### src/rtl/bcd_converter_seq.sv
// Iterative binary-to-BCD converter (shift-add-3, one input bit per clock).
//
// Ports:
//   clk        rising-edge clock
//   rst_n      asynchronous reset, active-low
//   in_valid   bin_in holds a word to convert
//   in_ready   converter is idle and can accept a word
//   bin_in     unsigned binary input, BIN_W bits
//   out_valid  bcd_out/overflow hold a finished result
//   out_ready  downstream consumes the result
//   bcd_out    packed BCD result, digit 0 (units) in [3:0]
//   overflow   value exceeded 10^DIGITS-1; bcd_out then holds the low digits only
//
// All outputs come from registers or from the state decode, so there is no
// combinational path from any input to any output.
module bcd_converter_seq #(
    parameter int unsigned BIN_W  = 8,
    parameter int unsigned DIGITS = 3
) (
    input  logic                  clk,
    input  logic                  rst_n,
    input  logic                  in_valid,
    output logic                  in_ready,
    input  logic [BIN_W-1:0]      bin_in,
    output logic                  out_valid,
    input  logic                  out_ready,
    output logic [4*DIGITS-1:0]   bcd_out,
    output logic                  overflow
);

    localparam int unsigned BCD_W = 4 * DIGITS;
    localparam int unsigned CNT_W = $clog2(BIN_W + 1);

    typedef enum logic [1:0] {
        StIdle,
        StShift,
        StDone
    } state_e;

    state_e               state_q, state_d;
    logic [BIN_W-1:0]     bin_q,   bin_d;
    logic [BCD_W-1:0]     acc_q,   acc_d;
    logic [BCD_W-1:0]     bcd_q,   bcd_d;
    logic                 ovf_q,   ovf_d;
    logic [CNT_W-1:0]     cnt_q,   cnt_d;

    // Accumulator after the per-digit add-3 correction, before the shift.
    logic [BCD_W-1:0]     acc_adj;

    always_comb begin
        acc_adj = acc_q;
        for (int i = 0; i < int'(DIGITS); i++) begin
            if (acc_q[4*i +: 4] >= 4'd5) begin
                // No carry between digits: a corrected digit is at most 12.
                acc_adj[4*i +: 4] = acc_q[4*i +: 4] + 4'd3;
            end
        end
    end

    always_comb begin
        state_d = state_q;
        bin_d   = bin_q;
        acc_d   = acc_q;
        bcd_d   = bcd_q;
        ovf_d   = ovf_q;
        cnt_d   = cnt_q;

        case (state_q)
            StIdle: begin
                if (in_valid) begin
                    bin_d   = bin_in;
                    acc_d   = '0;
                    ovf_d   = 1'b0;
                    cnt_d   = CNT_W'(BIN_W);
                    state_d = StShift;
                end
            end

            StShift: begin
                acc_d = {acc_adj[BCD_W-2:0], bin_q[BIN_W-1]};
                bin_d = bin_q << 1;
                // A 1 leaving the top digit means the value needs more digits.
                if (acc_adj[BCD_W-1]) begin
                    ovf_d = 1'b1;
                end
                cnt_d = cnt_q - CNT_W'(1);
                if (cnt_q == CNT_W'(1)) begin
                    // Result register only changes on entry to DONE.
                    bcd_d   = acc_d;
                    state_d = StDone;
                end
            end

            StDone: begin
                if (out_ready) begin
                    state_d = StIdle;
                end
            end

            default: begin
                state_d = StIdle;
            end
        endcase
    end

    always_ff @(posedge clk or negedge rst_n) begin
        if (!rst_n) begin
            state_q <= StIdle;
            bin_q   <= '0;
            acc_q   <= '0;
            bcd_q   <= '0;
            ovf_q   <= 1'b0;
            cnt_q   <= '0;
        end else begin
            state_q <= state_d;
            bin_q   <= bin_d;
            acc_q   <= acc_d;
            bcd_q   <= bcd_d;
            ovf_q   <= ovf_d;
            cnt_q   <= cnt_d;
        end
    end

    assign in_ready  = (state_q == StIdle);
    assign out_valid = (state_q == StDone);
    assign bcd_out   = bcd_q;
    assign overflow  = ovf_q;

endmodule
### config.mk
export PLATFORM = sky130hd
export DESIGN_NAME = bcd_converter_seq
export DESIGN_NICKNAME = d
export VERILOG_FILES = /design/src/rtl/bcd_converter_seq.sv
export SDC_FILE = /design/constraint.sdc
export NUM_CORES = 1
export LEC_CHECK = 0
export BUFFER_PORTS_ARGS = -buffer_cell sky130_fd_sc_hd__buf_2
export CAP_MARGIN = 20
export CORE_UTILIZATION = 60
export CTS_BUF_LIST = sky130_fd_sc_hd__clkbuf_8
export DETAILED_ROUTE_END_ITERATION = 12
export HOLD_SLACK_MARGIN = 0.03
export PLACE_DENSITY_LB_ADDON = 0.3
export SLEW_MARGIN = 5
export SYNTH_ARGS = -nofsm -noshare
export SYNTH_HDL_FRONTEND = slang
export SYNTH_SLANG_ARGS = --single-unit
### constraint.sdc
create_clock -name clk -period 3.01 [get_ports clk]
set_input_delay 0.4515 -clock clk [delete_from_list [all_inputs] [get_ports clk]]
set_output_delay 0.4515 -clock clk [all_outputs]
set_load 0.03 [all_outputs]
Yosys cells after proc, flatten, opt, wreduce, memory -nomap -nowiden
Cells that the tools add are included.
- input port bits: 12
- register bits after elaboration: 39
- add/subtract/negate cells: 4
- equal/unequal tests: 7
- multiplexer cells: 16
- magnitude comparators: 3
- reduce and logical (&&, ||, !) cells: 6
- operators with widths (operator ; number):
    $pmux W12 S2 ; 1
    $mux W4 ; 4
    $pmux W8 S2 ; 1
    $add A4 B2 Y4 const B ; 3
    $ge A4 B3 Y1 const B ; 3
    $mux W12 ; 1
    $mux W8 ; 1
    $pmux W4 S2 ; 1
    $mux W2 ; 3
    $ne A2 B2 Y1 const B ; 3
    $pmux W2 S3 ; 1
    $reduce_and A3 Y1 ; 2
    $eq A4 B1 Y1 const B ; 1
    $reduce_and A2 Y1 ; 2
    $sub A4 B1 Y4 const B ; 1
    $eq A2 B1 Y1 const B ; 1
    $eq A2 B2 Y1 const B ; 1
    $logic_not A2 Y1 ; 1
    $mux W1 ; 2
    $ne A2 B1 Y1 const B ; 1
    $pmux W1 S2 ; 1
    $reduce_bool A2 Y1 ; 1

Depth between registers and ports, before layout
Gate-level depths: netlist of the first run.
- depth after elaboration: 4
- mapped depth: 7
- depth with buffers taken out: 6

Worst setup path after synthesis of the first run
OpenSTA, ideal clock, no wires.
- kind: register -> output
- start point: reg state_q[0]
- end point: out in_ready
- data arrival time: 1.088 ns
- stages on the path, launching flop included: 4
- path slack: 1.470 ns
- data required time: 2.558 ns
- path buffers: 2
- cells stage by stage: dfrtp_1 > buf_4 > clkbuf_1 > nor2_1
- longest elaborated chain between the ends: 1
- RTL lines (what ; line ; RTL):
    from (decl) ; 40 ; state_e state_q, state_d;
    from (signal assigned) ; 108 ; state_q <= StIdle;
    from (signal assigned) ; 115 ; state_q <= state_d;
    $logic_not A2 Y1 ; 124 ; assign in_ready = (state_q == StIdle);
    to (decl) ; 23 ; output logic in_ready,
Every way passes these cells.

Worst setup path in the final report of the first run
- start point: reg state_q[0]
- end point: reg bcd_q[2] (netlist: bcd_out[2])
- longest elaborated chain between the ends: 2
- RTL lines (what ; line ; RTL):
    $eq A2 B1 Y1 ; 68 ; case (state_q)
    $reduce_and A2 Y1 (no line) ; -- ;
    to (signal assigned) ; 111 ; bcd_q <= '0;
    to (signal assigned) ; 118 ; bcd_q <= bcd_d;
    to (decl) ; 43 ; logic [BCD_W-1:0] bcd_q, bcd_d;
Every way passes these cells.
A chain may end at the register's enable or synchronous reset.

==> results of run 1 <==
-- worst max-delay path, cell delays in order, from the launching register on --
cell     delay (ps)
dfrtp_1         640
and2b_1         370
nand2_2         310
mux2_4          380
-- metal layers --
layer / track usage [%] / up-vias
met5: 0 / -
met4: 13.95 / 0
met3: 7.253 / 10
met2: 42.21 / 38
met1: 28.76 / 709
li1: - / 700
-- registers in the layout, indices dropped and copies added, names as in the netlist --
name      cells
acc_q        12
bcd_out      12
bin_q         8
cnt_q         4
overflow      1
state_q       2
-- Yosys cell counts (all sizes together) --
library cell and n:
mux2i 7, inv 11, nor2b 1, mux2 5, o21ai 33, o21bai 1, clkbuf 1, nand3 3
nor3 4, nand2b 6, ha 8, a21oi 14, a22o 5, nand3b 1, nor3b 10, and2b 1
dfrtp 39, nor2 2, a2bb2oi 1, nand2 27, xnor2 3, buf 9
-- power by group through the flow --
stage                     Clock, mW  Sequential, mW  Combinational, mW
after global placement            0           0.957               1.12
after detailed placement          0           0.975               1.18
final                         0.354           0.970               1.18
after global routing          0.376            1.01               1.33
after floorplan                   0            1.06              0.835
after CTS                     0.363           0.968               1.19
-- cell families (layout without fill, tap and decap cells) --
family / after synthesis / count (layout)
xor gates and xnor gates: 3 / 3
adders and majority gates: 8 / 8
DFF: 39 / 39
buffers and inverters: 21 / 44
AOI/OAI and AO/OA: 54 / 54
and+or+nand+nor: 55 / 55
muxes: 12 / 12
-- cell type report --
cell class | count | share of cell area (%)
flip-flops and latches | 39 | 45.59
multi-input cells | 132 | 39.74
repair buffers | 26 | 6.078
clock buffers | 6 | 3.857
well taps | 44 | 2.572
inverters | 11 | 1.929
clock inverters | 1 | 0.2338
-- metrics by stage --
step	utilization, %	area [um^2]	worst slack, ps
final	70.12	2141	1203
after global routing	70.12	2141	985.8
after CTS	70.12	2141	1196
after detailed placement	67.25	2053	1188
after global placement	67.25	2053	1257
after floorplan	-	1932	1470
-- final timing paths --
check	to	slack, ps	cells past startpoint
setup / recovery	bcd_out[2]	1200	3
hold / removal	bcd_out[2]	250	1
setup reg to reg	bcd_out[2]	1200	3
hold reg to reg	bcd_out[8]	470	2
max in group asynchronous	bin_q[5]	2230	1
min in group clk	state_q[1]	350	2
==> flow_summary.toml, run 1 <==
[die]
rows = 20
fp.dieW_um = 58.74
boundaryPins = 27
die_area_mm2 = 0.003450
start_util_pct = 63.28
coreArea_mm2 = 0.003053
die_y_um = 58.74

[clock_tree]
cts.sinks = 39
root_buffer = "clkbuf_8"
numCtsBuffers = 5
cts_setup_buffers = 0
ctsHoldBuffers = 0
ctsResizeCount = 0
h-tree-depth = 2
clock_latency_ps = 290
path_clk_slew_ps = 70
cts_buffer_depth = 2
cts_tree = "built"

[outcome]
status = "complete, no violations"

[timing]
skew_ps = 3.602
post-route-period-util_pct = 60.04
finalSetupViolations = 0
tns_ps = 0
worst_pin_slew_ps = 968.9
slew_viol_final = 0
period_needed_ps = 1807
fmax_mhz = 553.3
slew_headroom_pct = 35.36
finalHoldViolations = 0
whs_ps = 252.4
rsz0062_at_grt = "no"

[global_routing]
overflow = 0
grt_usage_pct = 25.13
antenna_found_initial = 0
grt_max_degree = 40
grt_pass1_wl_mm = 6.354
grt_pass1_vias = 1465

[layout]
mostFrequentLayoutCells = "39 x dfrtp_1, 32 x o21ai_0, 26 x nand2_1, 26 x buf_2, 14 x a21oi_1"
n_fill_cell = 241
multi_input_area_um2 = 850.8
area_growth_pct = 10.82
drive_above_1_share_pct = 20.00
final_cells = 259
final_common_cell = "dfrtp_1"
layout.nets = 235
antenna_cells = 0
layout.area.seq_um2 = 975.9

[worst_setup_path]
crit_required_ps = 3190
critPathArrivalTime_ps = 1990
r2r_start = "state_q[0]"
cp-end-kind = "flip-flop"
cp-startpoint = "state_q[0]"
path_class = "reg -> reg"
crit_fanout = 21
startpoint_type = "flip-flop"

[power]
seqPwrFrac_pct = 38.7
power_mw = 2.505
comb_power_share_pct = 47.1
total_leakage_power_nw = 1.030
p_per_area_mw_per_mm2 = 1170
swShare_pct = 43.53
power.switching_mw = 1.090
internal_power_mw = 1.415
clockPowerShare_pct = 14.1
ir_worst_vdd_v = 0.0005551

[synth]
syn_nets = 212
synth_xor_xnor_area_share_pct = 1.360
synth_cells = 192
synth.avg_cell_area_um2 = 10.06
yosysUniqueCellTypes = 29
ys_warn_count = 0
ys_seq_area_share_pct = 50.52
synth.cell_area_mm2 = 0.001932
synth_area_leaders = "dfrtp_1 51%, o21ai_0 8.3%, ha_1 5.2%"
yosys.area_share.simple_pct = 14.77
synth_top_cell_area_share_pct = 50.52
synthAdderAreaFrac_pct = 5.181
synth_compound_area_share_pct = 15.61
synth_top_family_by_area = "compound AO/OA/AOI/OAI gates"
synth.largest_area_cell = "dfrtp_1"
synth.ff_latch_count = 39
synth.area.mux_share_pct = 7.124

[flow_run]
cap_violations = 0

[detailed_routing]
avgRoutedWirePerCell_um = 14.08
drt_pass1_iterations = 4
routed.top_layer = "met4"
vias = 1457
route.met2.wl_mm = 1.813
ant_nets = 0
viasPerCell = 5.625
drc_errors = 0
met1_length_mm = 1.603
wl_mm = 3.646
route.met3.wl_um = 140
first_iter_violations = 55

[hold_path]
holdCritPathClass = "in -> async"

[placement]
dp.cells = 252
portBuffers = 26
gp_congestion = 0.7690
dpl.hpwl_mm = 2.555
(Power assumes the default switching activity.)
==> run 2: changes to the inputs <==
Settings changed: CORE_UTILIZATION 60 to 53.
Clock period 3.01 ns to 1.5 ns, I/O delays scaled along.
==> run 2 against run 1 <==
  * Wire length grew 14%
  * Global-route usage shrank 2.3 points
  * Design area up 14%
  * Fmax grew 20%
  * The run now ends with negative setup slack left
  * Highest routed layer unchanged
==> flow_summary.toml, run 2 (synthesis gave the netlist of run 1 again) <==
[timing]
rsz0062_at_grt = "yes"
finalSetupViolations = 1
whs_ps = 163.5
finalHoldViolations = 0
worst_pin_slew_ps = 485.6
fmax_mhz = 663.3
post-route-period-util_pct = 100.5
slew_viol_final = 0
slew_headroom_pct = 67.63
postLayoutSetupSlackWorst_ps = -7.536
skew_ps = 7.008
period_needed_ps = 1508

[power]
ir_worst_vdd_v = 0.001230
comb_power_share_pct = 53.0
power.switching_mw = 2.498
clockPowerShare_pct = 14.8
p_per_area_mw_per_mm2 = 2466
swShare_pct = 41.34
seqPwrFrac_pct = 32.1
internal_power_mw = 3.544
total_leakage_power_nw = 1.169

[clock_tree]
cts_buffer_depth = 2
h-tree-depth = 2
clock_latency_ps = 290
path_clk_slew_ps = 80
root_buffer = "clkbuf_8"
numCtsBuffers = 5
cts_tree = "built"
cts.sinks = 39

[worst_setup_path]
critPathMaxStageDelay_ps = 400
crit_chain = "inv_1 > ha_1 > nand2b_1 > a21oi_2 > buf_4 > xnor2_1 > o21ai_0"
crit_fanout = 4
regToRegSetupSlack_ps = -8
critPathArrivalTime_ps = 1670
cp-end-kind = "flip-flop"
startpoint_type = "flip-flop"
path_class = "reg -> reg"
crit_buf_inv = 2
crit_required_ps = 1660
crit_family = "flip-flops"
cp_slowest_cell = "dfrtp_1"

[die]
die_y_um = 62.38
fp.dieW_um = 62.38
rows = 21
boundaryPins = 27
coreArea_mm2 = 0.003416
die_area_mm2 = 0.003891
start_util_pct = 56.56

[placement]
preCtsSetupSlack_ps = -49.06
portBuffers = 26
dp.cells = 271
dpl.hpwl_mm = 2.776
gp_congestion = 0.7433

[detailed_routing]
first_iter_violations = 58
ant_nets = 0
avgRoutedWirePerCell_um = 14.63
wl_mm = 4.140
drc_errors = 0
viasPerCell = 5.339
vias = 1511
drt_pass1_iterations = 4

[layout]
layout.nets = 256
final_common_cell = "dfrtp_1"
mostFrequentLayoutCells = "39 x dfrtp_1, 26 x nand2_1, 26 x o21ai_0, 25 x buf_2, 17 x buf_4"
final_cells = 283
drive_above_1_share_pct = 32.91
area_growth_pct = 26.81
antenna_cells = 0
n_fill_cell = 257

[outcome]
status = "finished with violations"
violations = "negative setup slack"

[global_routing]
grt_usage_pct = 22.82
grt_pass1_vias = 1528
grt_max_degree = 40
antenna_found_initial = 0
overflow = 0
grt_pass1_wl_mm = 6.817

[hold_path]
holdCritPathClass = "in -> reg"

[flow_run]
cap_violations = 0
==> run 2: cell count changes in the layout (fill, tap and decap cells not counted), sizes merged <==
| cell | delta |
|---|---|
| dlygate4sd3 | +1 |
| buf | +20 |
| bufinv | +1 |
==> run 2: layout make-up <==
type	instances	area [um^2]	area share [%]
Sequential cell	39	975.9	39.84
Multi-Input combinational cell	132	932.1	38.05
Timing Repair Buffer	47	325.3	13.28
Clock buffer	6	82.58	3.371
Tap cell	46	57.56	2.349
Inverter	11	41.29	1.685
Clock inverter	2	35.03	1.430
==> run 2: path summary, 6_finish.rpt <==
| kind | to | cells past startpoint | from |
|---|---|---|---|
| min in group asynchronous | acc_q[6] | 3 | rst_n |
| worst max register to register | acc_q[5] | 7 | acc_q[4] |
| worst max-delay path | acc_q[5] | 7 | acc_q[4] |
| worst min register to register | bcd_out[1] | 2 | bcd_out[1] |
| max in group asynchronous | bin_q[4] | 3 | rst_n |
| worst min-delay path | state_q[1] | 2 | out_ready |
==> run 2: stage by stage <==
stage | TNS [ps] | util, % | cell area, um^2 | power [mW]
floorplan | 0 | - | 1932 | 3.803
detailed placement | -167.7 | 64.65 | 2208 | 4.761
finish | -7.536 | 71.72 | 2450 | 6.041
global placement | 0 | 64.65 | 2208 | 4.581
global route | -131.5 | 71.72 | 2450 | 6.439
CTS | -1.712 | 68.79 | 2350 | 5.710
==> run 2: repair_timing <==
action	in CTS	in global routing
cloned	0	0
setup buffers	0	3
pin swaps	3	6
setup endpoints to repair	9	18
hold endpoints to repair	39	0
resized for setup	5	24
hold buffers	1	0
==> run 2: power groups by stage <==
stage          Clock [mW]  Sequential [mW]  Combinational, mW
5_1_grt             0.954             2.00               3.48
2_1_floorplan           0             2.13               1.68
4_1_cts             0.909             1.90               2.90
3_5_place_dp            0             1.90               2.86
3_3_place_gp            0             1.86               2.72
6_report            0.897             1.94               3.20
==> run 2: metal layers <==
metal,track usage [%],share of wire [%],wire length [um]
met5,0,0,0
met4,9.302,1.4,60
met3,5.474,3.1,130
met2,40.66,52,2145
met1,26.25,44,1804
